`config.mk`:
```
export PLATFORM = sky130hd
export DESIGN_NAME = gate_sweep_ctrl
export DESIGN_NICKNAME = d
export VERILOG_FILES = /design/src/rtl/gate_sweep_ctrl.sv
export SDC_FILE = /design/constraint.sdc
export NUM_CORES = 1
export LEC_CHECK = 0
export BUFFER_PORTS_ARGS = -buffer_cell sky130_fd_sc_hd__buf_4
export CELL_PAD_IN_SITES_DETAIL_PLACEMENT = 0
export CELL_PAD_IN_SITES_GLOBAL_PLACEMENT = 2
export CORE_AREA = 2 2 60 62
export DETAILED_ROUTE_END_ITERATION = 8
export DIE_AREA = 0 0 62 64
export PLACE_DENSITY_LB_ADDON = 0.1
export SLEW_MARGIN = 20
export SYNTH_ARGS = -nofsm -noshare
export SYNTH_HDL_FRONTEND = slang
export SYNTH_SLANG_ARGS = --single-unit
export TNS_END_PERCENT = 100
```
`constraint.sdc`:
```
create_clock -name clk -period 2.05 [get_ports clk]
set_clock_uncertainty 0.15 [all_clocks]
set_input_delay 0.41 -clock clk [delete_from_list [all_inputs] [get_ports clk]]
set_output_delay 0.41 -clock clk [all_outputs]
set_load 0.1 [all_outputs]
```
`src/rtl/gate_sweep_ctrl.sv`:
```
// Exhaustive NAND3 sweep controller: steps {a,b,c} through 000..111, samples the synchronized gate output.
// Optional macro GATE_SWEEP_MEASURE_DELAY_EN adds per-vector response-delay measurement on max_delay.
module gate_sweep_ctrl #(
   parameter int unsigned SETTLE = 4,
   parameter int unsigned CW     = $clog2(SETTLE + 1)
) (
   input  logic          clk,
   input  logic          rst_n,
   input  logic          start,
   input  logic          w,
   output logic          a,
   output logic          b,
   output logic          c,
   output logic          busy,
   output logic          done,
   output logic          pass,
   output logic [3:0]    err_count,
   output logic [2:0]    fail_vec,
   output logic          fail_valid,
   output logic [CW-1:0] max_delay
);

   typedef enum logic [1:0] {
      S_IDLE   = 2'd0,
      S_SETTLE = 2'd1,
      S_SAMPLE = 2'd2,
      S_DONE   = 2'd3
   } state_t;

   localparam int unsigned VW = 3;
   localparam int unsigned EW = 4;

   state_t        r_state, w_state_nxt;
   logic          r_sync1, r_sync2;
   logic [VW-1:0] r_vec, w_vec_nxt;
   logic [CW-1:0] r_cnt, w_cnt_nxt;
   logic          r_busy, w_busy_nxt;
   logic          r_done, w_done_nxt;
   logic          r_pass, w_pass_nxt;
   logic [EW-1:0] r_err, w_err_nxt;
   logic [VW-1:0] r_fail_vec, w_fail_vec_nxt;
   logic          r_fail_valid, w_fail_valid_nxt;
   logic          w_exp;
   logic          w_mis;

   assign w_exp = ~(&r_vec);
   assign w_mis = (r_sync2 != w_exp);

   // Two-flop synchronizer for the asynchronous gate output
   always_ff @(posedge clk or negedge rst_n) begin
      if (!rst_n) begin
         r_sync1 <= 1'b0;
         r_sync2 <= 1'b0;
      end else begin
         r_sync1 <= w;
         r_sync2 <= r_sync1;
      end
   end

   always_ff @(posedge clk or negedge rst_n) begin
      if (!rst_n) begin
         r_state      <= S_IDLE;
         r_vec        <= '0;
         r_cnt        <= '0;
         r_busy       <= 1'b0;
         r_done       <= 1'b0;
         r_pass       <= 1'b0;
         r_err        <= '0;
         r_fail_vec   <= '0;
         r_fail_valid <= 1'b0;
      end else begin
         r_state      <= w_state_nxt;
         r_vec        <= w_vec_nxt;
         r_cnt        <= w_cnt_nxt;
         r_busy       <= w_busy_nxt;
         r_done       <= w_done_nxt;
         r_pass       <= w_pass_nxt;
         r_err        <= w_err_nxt;
         r_fail_vec   <= w_fail_vec_nxt;
         r_fail_valid <= w_fail_valid_nxt;
      end
   end

   // Next-state and next-output logic; results only change on an accepted start or a sample
   always_comb begin
      w_state_nxt      = r_state;
      w_vec_nxt        = r_vec;
      w_cnt_nxt        = r_cnt;
      w_busy_nxt       = r_busy;
      w_done_nxt       = 1'b0;
      w_pass_nxt       = r_pass;
      w_err_nxt        = r_err;
      w_fail_vec_nxt   = r_fail_vec;
      w_fail_valid_nxt = r_fail_valid;

      case (r_state)
         S_IDLE: begin
            if (start) begin
               w_err_nxt        = '0;
               w_fail_vec_nxt   = '0;
               w_fail_valid_nxt = 1'b0;
               w_pass_nxt       = 1'b0;
               w_vec_nxt        = '0;
               w_cnt_nxt        = '0;
               w_busy_nxt       = 1'b1;
               w_state_nxt      = S_SETTLE;
            end
         end
         S_SETTLE: begin
            if (r_cnt == CW'(SETTLE - 1)) begin
               w_state_nxt = S_SAMPLE;
            end else begin
               w_cnt_nxt = r_cnt + CW'(1);
            end
         end
         S_SAMPLE: begin
            if (w_mis) begin
               w_err_nxt = r_err + EW'(1);
               if (!r_fail_valid) begin
                  w_fail_vec_nxt   = r_vec;
                  w_fail_valid_nxt = 1'b1;
               end
            end
            if (r_vec == VW'(7)) begin
               w_state_nxt = S_DONE;
               w_busy_nxt  = 1'b0;
               w_done_nxt  = 1'b1;
               w_pass_nxt  = (w_err_nxt == '0);
            end else begin
               w_vec_nxt   = r_vec + VW'(1);
               w_cnt_nxt   = '0;
               w_state_nxt = S_SETTLE;
            end
         end
         S_DONE: begin
            w_state_nxt = S_IDLE;
         end
         default: begin
            w_state_nxt = S_IDLE;
         end
      endcase
   end

`ifdef GATE_SWEEP_MEASURE_DELAY_EN
   logic          r_matched, w_matched_nxt;
   logic [CW-1:0] r_max_delay, w_max_delay_nxt;

   always_ff @(posedge clk or negedge rst_n) begin
      if (!rst_n) begin
         r_matched   <= 1'b0;
         r_max_delay <= '0;
      end else begin
         r_matched   <= w_matched_nxt;
         r_max_delay <= w_max_delay_nxt;
      end
   end

   // First settle cycle with a correct response sets the vector's delay; no match counts as SETTLE
   always_comb begin
      w_matched_nxt   = r_matched;
      w_max_delay_nxt = r_max_delay;
      case (r_state)
         S_IDLE: begin
            if (start) begin
               w_matched_nxt   = 1'b0;
               w_max_delay_nxt = '0;
            end
         end
         S_SETTLE: begin
            if (!r_matched && !w_mis) begin
               w_matched_nxt = 1'b1;
               if (r_cnt > r_max_delay) begin
                  w_max_delay_nxt = r_cnt;
               end
            end
         end
         S_SAMPLE: begin
            if (!r_matched && (CW'(SETTLE) > r_max_delay)) begin
               w_max_delay_nxt = CW'(SETTLE);
            end
            w_matched_nxt = 1'b0;
         end
         default: begin
            w_matched_nxt = r_matched;
         end
      endcase
   end

   assign max_delay = r_max_delay;
`else
   assign max_delay = '0;
`endif

   assign {a, b, c}  = r_vec;
   assign busy       = r_busy;
   assign done       = r_done;
   assign pass       = r_pass;
   assign err_count  = r_err;
   assign fail_vec   = r_fail_vec;
   assign fail_valid = r_fail_valid;

endmodule

```
* Word-level counts from Yosys, hierarchy flattened *
Cells that the tools add are included.

word-level totals
  bits of input ports = 4
  register bits after elaboration = 21
  output and inout bits = 17
  word-level logic and storage cells = 67

cells by class
  bitwise operators = 1
  eq/ne operators = 13
  muxes and demuxes = 27
  reduce and logical (&&, ||, !) cells = 12
  $add $sub $neg = 3

operators with widths
  operator               count
  $mux W3                6
  $ne A2 B2 Y1 const B   7
  $mux W4                3
  $pmux W3 S2            2
  $reduce_and A3 Y1      4
  $pmux W3 S3            1
  $pmux W2 S4            1
  $pmux W4 S2            1
  $reduce_and A4 Y1      2
  $mux W1                7
  $add A3 B1 Y3 const B  2
  $mux W2                3
  $pmux W1 S2            3
  $add A4 B1 Y4 const B  1
  $eq A2 B2 Y1 const B   2
  $logic_not A4 Y1       1
  $reduce_and A2 Y1      2
  $eq A3 B2 Y1 const B   1
  $eq A3 B3 Y1 const B   1
  $reduce_bool A3 Y1     1
  $eq A2 B1 Y1 const B   1
  $logic_not A2 Y1       1
  $reduce_bool A2 Y1     1
  $ne A1 B1 Y1           1
  $not A1 Y1             1

* Depth between registers and ports, before layout *
Gate-level depths: netlist of the first run.

  depth after elaboration = 8
  mapped depth = 6
  depth with buffers taken out = 6

* Worst setup path after synthesis of the first run *
OpenSTA, ideal clock, no wires.

  kind = register to register
  start = reg r_vec[0]
  end = reg r_pass, in the netlist pass
  required time = 1.808 ns
  cell stages (with the launch flop) = 7
  slack = -0.458 ns
  arrival time = 2.265 ns
  clock period less this slack = 2.508 ns
  path buffers = 0
  path through = dfrtp_1 ha_1 ha_1 xor2_2 mux2i_1 nand4_1 o31ai_2

between the ends
  longest elaborated chain between the ends = 8
  elaborated cells on any way between the ends = 11
  those cells by class = eq/ne: 3; mux: 4; bitwise: 1; reduce/logical: 3

RTL lines
  what                    line  source
  from (decl)             35    logic [VW-1:0] r_vec, w_vec_nxt;
  from (signal assigned)  73    r_vec <= w_vec_nxt;
  $reduce_and A3 Y1       46    assign w_exp = ~(&r_vec);
  $not A1 Y1              46
  $ne A1 B1 Y1            47    assign w_mis = (r_sync2 != w_exp);
  $mux W4                 117   if (w_mis) begin
  $mux W4                 96    case (r_state)
  $logic_not A4 Y1        128   w_pass_nxt = (w_err_nxt == '0);
  $mux W1                 124   if (r_vec == VW'(7)) begin
  $pmux W1 S2             96
  to (signal assigned)    77    r_pass <= w_pass_nxt;
  to (decl)               39    logic r_pass, w_pass_nxt;

Parallel ways exist; a longest one is shown, timed or not. The select of a mux whose other input is x is not followed.
A chain may end at the register's enable or synchronous reset.

* Worst setup path in the final report of the first run *
Ends and elaborated chain as after synthesis.

==> impl_metrics.env, run 1 <==
export IMPL_holdWs_ns=0.06309
export IMPL_io_pins=21
export IMPL_cp_top_family="flip-flops"
export IMPL_cp_end_kind="flip-flop"
export IMPL_cp_buffers_inverters=0
export IMPL_area_growth_syn_to_layout_pct=26.43
export IMPL_combinationalPowerShare_pct=50.7
export IMPL_fmax_ghz=0.5077
export IMPL_fp_dieH_um=64
export IMPL_drive_above_1_share_pct=33.07
export IMPL_htree_levels=1
export IMPL_synth_cell_types=27
export IMPL_switching_share_pct=50.01
export IMPL_yosys_area_top_type="dfrtp_1"
export IMPL_postPlaceCellArea_um2=1285
export IMPL_root_buffer="clkbuf_4"
export IMPL_numCtsBuffers=3
export IMPL_async_flop_share_pct=100.0
export IMPL_start_util_pct=32.57
export IMPL_vdd_drop_max_mv=0.4333
export IMPL_ant_nets=0
export IMPL_core_area_um2=3284
export IMPL_drtIter0Drc=11
export IMPL_diodes=0
export IMPL_final_max_slew_violation_count=0
export IMPL_die_width_um=62
export IMPL_ys_seq_area_share_pct=49.12
export IMPL_dr_pass1_iters=3
export IMPL_cap_violations=0
export IMPL_path_max_fanout=5
export IMPL_fin_cells=173
export IMPL_antenna_found_initial=0
export IMPL_ys_top_cells_by_area="dfrtp_1, ha_1, o21ai_0, a22o_1, nand2_1"
export IMPL_synth_seq_cells=21
export IMPL_synth_common_cells="dfrtp_1, nand2_1, o21ai_0"
export IMPL_cts_sinks=21
export IMPL_synth_most_common_cell="dfrtp_1"
export IMPL_grt_usage_pct=13.04
export IMPL_seqPwrFrac_pct=37.2
export IMPL_vias=763
export IMPL_fin_nets=138
export IMPL_grt_pass1_wl_um=3843
export IMPL_yosys_warnings=0
export IMPL_clkTransAtPathRegs_ns=0.13
export IMPL_io_buffers=17
export IMPL_leakage_uw=0.0006389
export IMPL_vias_per_cell=4.410
export IMPL_routedWlPerCell_um=12.65
export IMPL_synth_edff_count=0
export IMPL_worstPathArrival_ns=2.04
export IMPL_period_share_pct=96.09
export IMPL_max_stage_delay_ns=0.54
export IMPL_p_switching_uw=840.3
export IMPL_synth_cells=103
export IMPL_clk_latency_ns=0.31
export IMPL_dp_hpwl_um=1569
export IMPL_pre_cts_slack_ns=0.05207
export IMPL_finalCriticalPeriod_ns=1.970
export IMPL_hold_class="in -> reg"
export IMPL_dieArea_um2=3968
export IMPL_setup_tns_ns=0
export IMPL_status="finished clean"
export IMPL_internal_power_uw=840.1
export IMPL_synth_top_area_share_pct=49.12
export IMPL_core_rowCount=21
export IMPL_clkPwrFrac_pct=12.1
export IMPL_slowest_stage="dfrtp_4"
export IMPL_cp_data_required_time_ns=2.12
export IMPL_synth_ff_type="dfrtp_1"
export IMPL_grt_overflow_total=0
export IMPL_grt_max_degree=22
export IMPL_path_class="reg -> reg"
export IMPL_finalSetupViolCount=0
export IMPL_grt_pass1_vias=817
export IMPL_hold_viol=0
export IMPL_final_setup_worst_slack_ns=0.08022
export IMPL_powerDensity_nw_per_um2=1242
export IMPL_gp_congestion=0.8028
export IMPL_avgSynthCellArea_um2=10.39
export IMPL_rsz0062_at_grt="false"
export IMPL_max_clock_path_buffers=2
export IMPL_cts_tree="done"
export IMPL_drc=0
export IMPL_drt_total_wl_um=2189
export IMPL_post_synth_instance_area_um2=1070
export IMPL_cp_start_kind="flip-flop"
export IMPL_design_area_um2=1353
export IMPL_cp_cell_sequence="ha_4 > ha_2 > xor2_4 > mux2i_2 > nand4_1 > o31ai_2"
export IMPL_dp_cells=166
==> power groups by stage <==
stage	Clock [µW]	Combinational, µW	Sequential (µW)
5_1_grt	237	941	645
3_3_place_gp	0	835	627
3_5_place_dp	0	840	634
6_report	203	852	625
2_1_floorplan	0	344	936
4_1_cts	212	844	625
==> cell families after synthesis <==
logic type                 Yosys count  synth area share, %
AOI/OAI and AO/OA                   24                15.79
and+or+nand+nor                     24                10.29
DFF                                 21                49.12
buffers and inverters               16                6.784
adders and majority gates            6                7.017
muxes                                6                5.848
xor gates and xnor gates             5                4.796
other                                1               0.3505
==> path summary, 6_finish.rpt <==
path                                       from                    to  slack (ns)  cells past startpoint
setup / recovery           r_vec[0]$_DFFE_PN0P_      pass$_DFFE_PN0P_        0.08                      6
setup reg to reg           r_vec[0]$_DFFE_PN0P_      pass$_DFFE_PN0P_        0.08                      6
hold / removal                                w     r_sync1$_DFF_PN0_        0.06                      1
max in group asynchronous                 rst_n  r_vec[1]$_DFFE_PN0P_        1.13                      2
hold reg to reg               r_sync1$_DFF_PN0_     r_sync2$_DFF_PN0_        0.22                      0
min in group asynchronous                 rst_n        done$_DFF_PN0_        0.36                      2
==> final cells by class <==
cell class | instances | area [µm²]
fill | 333 | 1932
tap | 46 | 57.56
timing repair buffer | 24 | 182.7
multi-input combinational | 68 | 513.0
inverter | 10 | 37.54
clock inverter | 1 | 5.005
sequential | 21 | 534.3
clock buffer | 3 | 22.52
==> metrics by stage <==
| step | total power [µW] | util, % |
|---|---|---|
| floorplan | 1280 | - |
| global placement | 1462 | 39.12 |
| detailed placement | 1473 | 39.12 |
| CTS | 1682 | 40.27 |
| global route | 1822 | 41.18 |
| finish | 1680 | 41.18 |
==> cells in the final DEF (no fill, tap or decap), types with 2 or more instances in the layout <==
cell type and n:
inv_1 10, ha_1 4, a22o_2 3, mux2_2 2
xor2_1 2, clkbuf_4 3, nand2_1 11, dfrtp_4 2
xnor2_1 2, buf_4 23, nor2_1 4, a22o_1 5
nor2b_1 3, o21ai_0 11, dfrtp_1 18, conb_1 3
nand2b_1 2, mux2i_1 3, nand3_1 2
==> registers in the layout, summed over array words and instances, names as in the netlist <==
name and count:
busy 1, r_sync1 1, r_vec 3, r_sync2 1, done 1, r_state 2, fail_vec 3, err_count 4
pass 1, r_cnt 3, fail_valid 1
==> per-layer routing <==
metal  vias up  share of wire (%)  GRT usage (%)
li1        390                  -              -
met1       358                 51          18.52
met2        13                 45          19.01
met3         2                3.1          2.429
met4         0               0.69          5.585
met5         -                  0              0
==> repair_timing <==
action,in CTS,in global routing
resized for setup,0,2
buffers inserted,0,2
hold buffers,1,0
endpoints found under the hold margin,21,0
endpoints found under the setup margin,0,1
Power figures use the tool's default switching activity.
==> run 2, diff against run 1 <==
Settings changed: RECOVER_POWER set to 100.
==> impl_metrics.env, run 2 (synthesis results as in run 1) <==
export IMPL_gp_congestion=0.8028
export IMPL_vias=761
export IMPL_met1_usage_pct=18.52
export IMPL_status="finished clean"
export IMPL_cts_tree="done"
export IMPL_root_buffer="clkbuf_4"
export IMPL_ant_nets=0
export IMPL_leakage_uw=0.0006285
export IMPL_powerDensity_nw_per_um2=1254
export IMPL_drtIter0Drc=14
export IMPL_fillers=345
export IMPL_slowest_stage="dfrtp_4"
export IMPL_max_stage_delay_ns=0.54
export IMPL_design_area_um2=1315
export IMPL_worstMarginPinSlew_ns=0.5412
export IMPL_clkTransAtPathRegs_ns=0.13
export IMPL_final_max_slew_violation_count=0
export IMPL_fmax_ghz=0.5123
export IMPL_numCtsBuffers=3
export IMPL_fin_nets=138
export IMPL_dr_pass1_iters=3
export IMPL_cap_violations=0
export IMPL_drt_total_wl_um=2182
export IMPL_io_buffers=17
export IMPL_start_util_pct=32.57
export IMPL_relSlewSlack_pct=64.07
export IMPL_hold_viol=0
export IMPL_cp_end_kind="flip-flop"
export IMPL_dp_hpwl_um=1569
export IMPL_die_width_um=62
export IMPL_use_met2_pct=19.01
export IMPL_grt_usage_pct=13.04
export IMPL_grt_max_degree=22
export IMPL_drc=0
export IMPL_io_pins=21
export IMPL_diodes=0
export IMPL_layout_common_cells="dfrtp_1, clkbuf_2, nand2_1, o21ai_0, inv_1"
export IMPL_postPlaceCellArea_um2=1285
export IMPL_routedWlPerCell_um=12.61
export IMPL_antenna_found_initial=0
export IMPL_setup_tns_ns=0
export IMPL_grt_met3_usage_pct=2.429
export IMPL_finalCriticalPeriod_ns=1.952
export IMPL_htree_levels=1
export IMPL_hold_class="in -> reg"
export IMPL_fp_dieH_um=64
export IMPL_path_class="reg -> reg"
export IMPL_layout_commonest_cell="dfrtp_1"
export IMPL_worstPathArrival_ns=2.02
export IMPL_p_total_uw=1649
export IMPL_core_area_um2=3284
export IMPL_largest_reg_flops=4
export IMPL_grt_overflow_total=0
export IMPL_seq_area_um2=534.3
export IMPL_clk_latency_ns=0.31
export IMPL_drive_above_1_share_pct=32.28
export IMPL_cp_start_kind="flip-flop"
export IMPL_grt_pass1_wl_um=3843
export IMPL_vias_per_cell=4.399
export IMPL_core_rowCount=21
export IMPL_max_clock_path_buffers=2
export IMPL_period_share_pct=95.22
export IMPL_rsz0062_at_grt="false"
export IMPL_multi_input_area_um2=510.5
export IMPL_cts_sinks=21
export IMPL_finalSetupViolCount=0
export IMPL_dieArea_um2=3968
export IMPL_grt_pass1_vias=817
export IMPL_cp_cell_sequence="ha_4 > ha_2 > xor2_4 > mux2i_2 > nand4_1 > o31ai_2"
export IMPL_fin_util_pct=40.04
export IMPL_path_max_fanout=5
export IMPL_area_growth_syn_to_layout_pct=22.92
export IMPL_holdWs_ns=0.08591
export IMPL_vdd_drop_max_mv=0.4302
export IMPL_cp_data_required_time_ns=2.12
export IMPL_grt_most_used_layer="met2"
run 2: timing repair:
action,in CTS,in global routing
setup endpoints to repair,0,1
buffers inserted,0,2
resized for setup,0,2
endpoints found under the hold margin,21,0
hold buffers,1,0
run 2: area by class of cell:
cell class	count	share of cell area (%)
timing repair buffer	24	11.23
inverter	10	2.854
sequential	21	40.63
clock buffer	3	1.713
clock inverter	1	0.3806
tap	46	4.377
multi-input combinational	68	38.82
run 2: critical path, delay by kind of cell (launching register included):
family,cells,cell delay [ns]
AOI/OAI and AO/OA,1,0.18
adders and majority gates,2,0.39
DFF,1,0.54
muxes,1,0.25
and+or+nand+nor,1,0.14
xor gates and xnor gates,1,0.21
run 2: metrics by stage:
step	setup WS (ns)	std cells
CTS	0.006962	171
global placement	0.07124	166
floorplan	0.01251	105
global route	0.0006168	173
finish	0.09806	173
detailed placement	0.05207	166
run 2: final timing paths:
path	start	end	slack, ns	cells after the start
setup / recovery	r_vec[0]$_DFFE_PN0P_	pass$_DFFE_PN0P_	0.1	6
hold / removal	w	r_sync1$_DFF_PN0_	0.09	1
setup reg to reg	r_vec[0]$_DFFE_PN0P_	pass$_DFFE_PN0P_	0.1	6
hold reg to reg	r_sync1$_DFF_PN0_	r_sync2$_DFF_PN0_	0.22	0
max in group asynchronous	rst_n	r_vec[1]$_DFFE_PN0P_	1.13	2
min in group asynchronous	rst_n	done$_DFF_PN0_	0.36	2
run 2: report_power, final:
part / switching, µW / total [µW] / internal (µW)
clock: 130 / 202 / 72.7
combinational: 597 / 822 / 225
sequential: 111 / 624 / 513
total: 838 / 1650 / 810
run 2: per-layer routing:
metal | routed length, µm | vias to the layer above
met2 | 977 | 13
met4 | 15 | 0
met5 | 0 | -
li1 | - | 390
met3 | 69 | 2
met1 | 1119 | 356
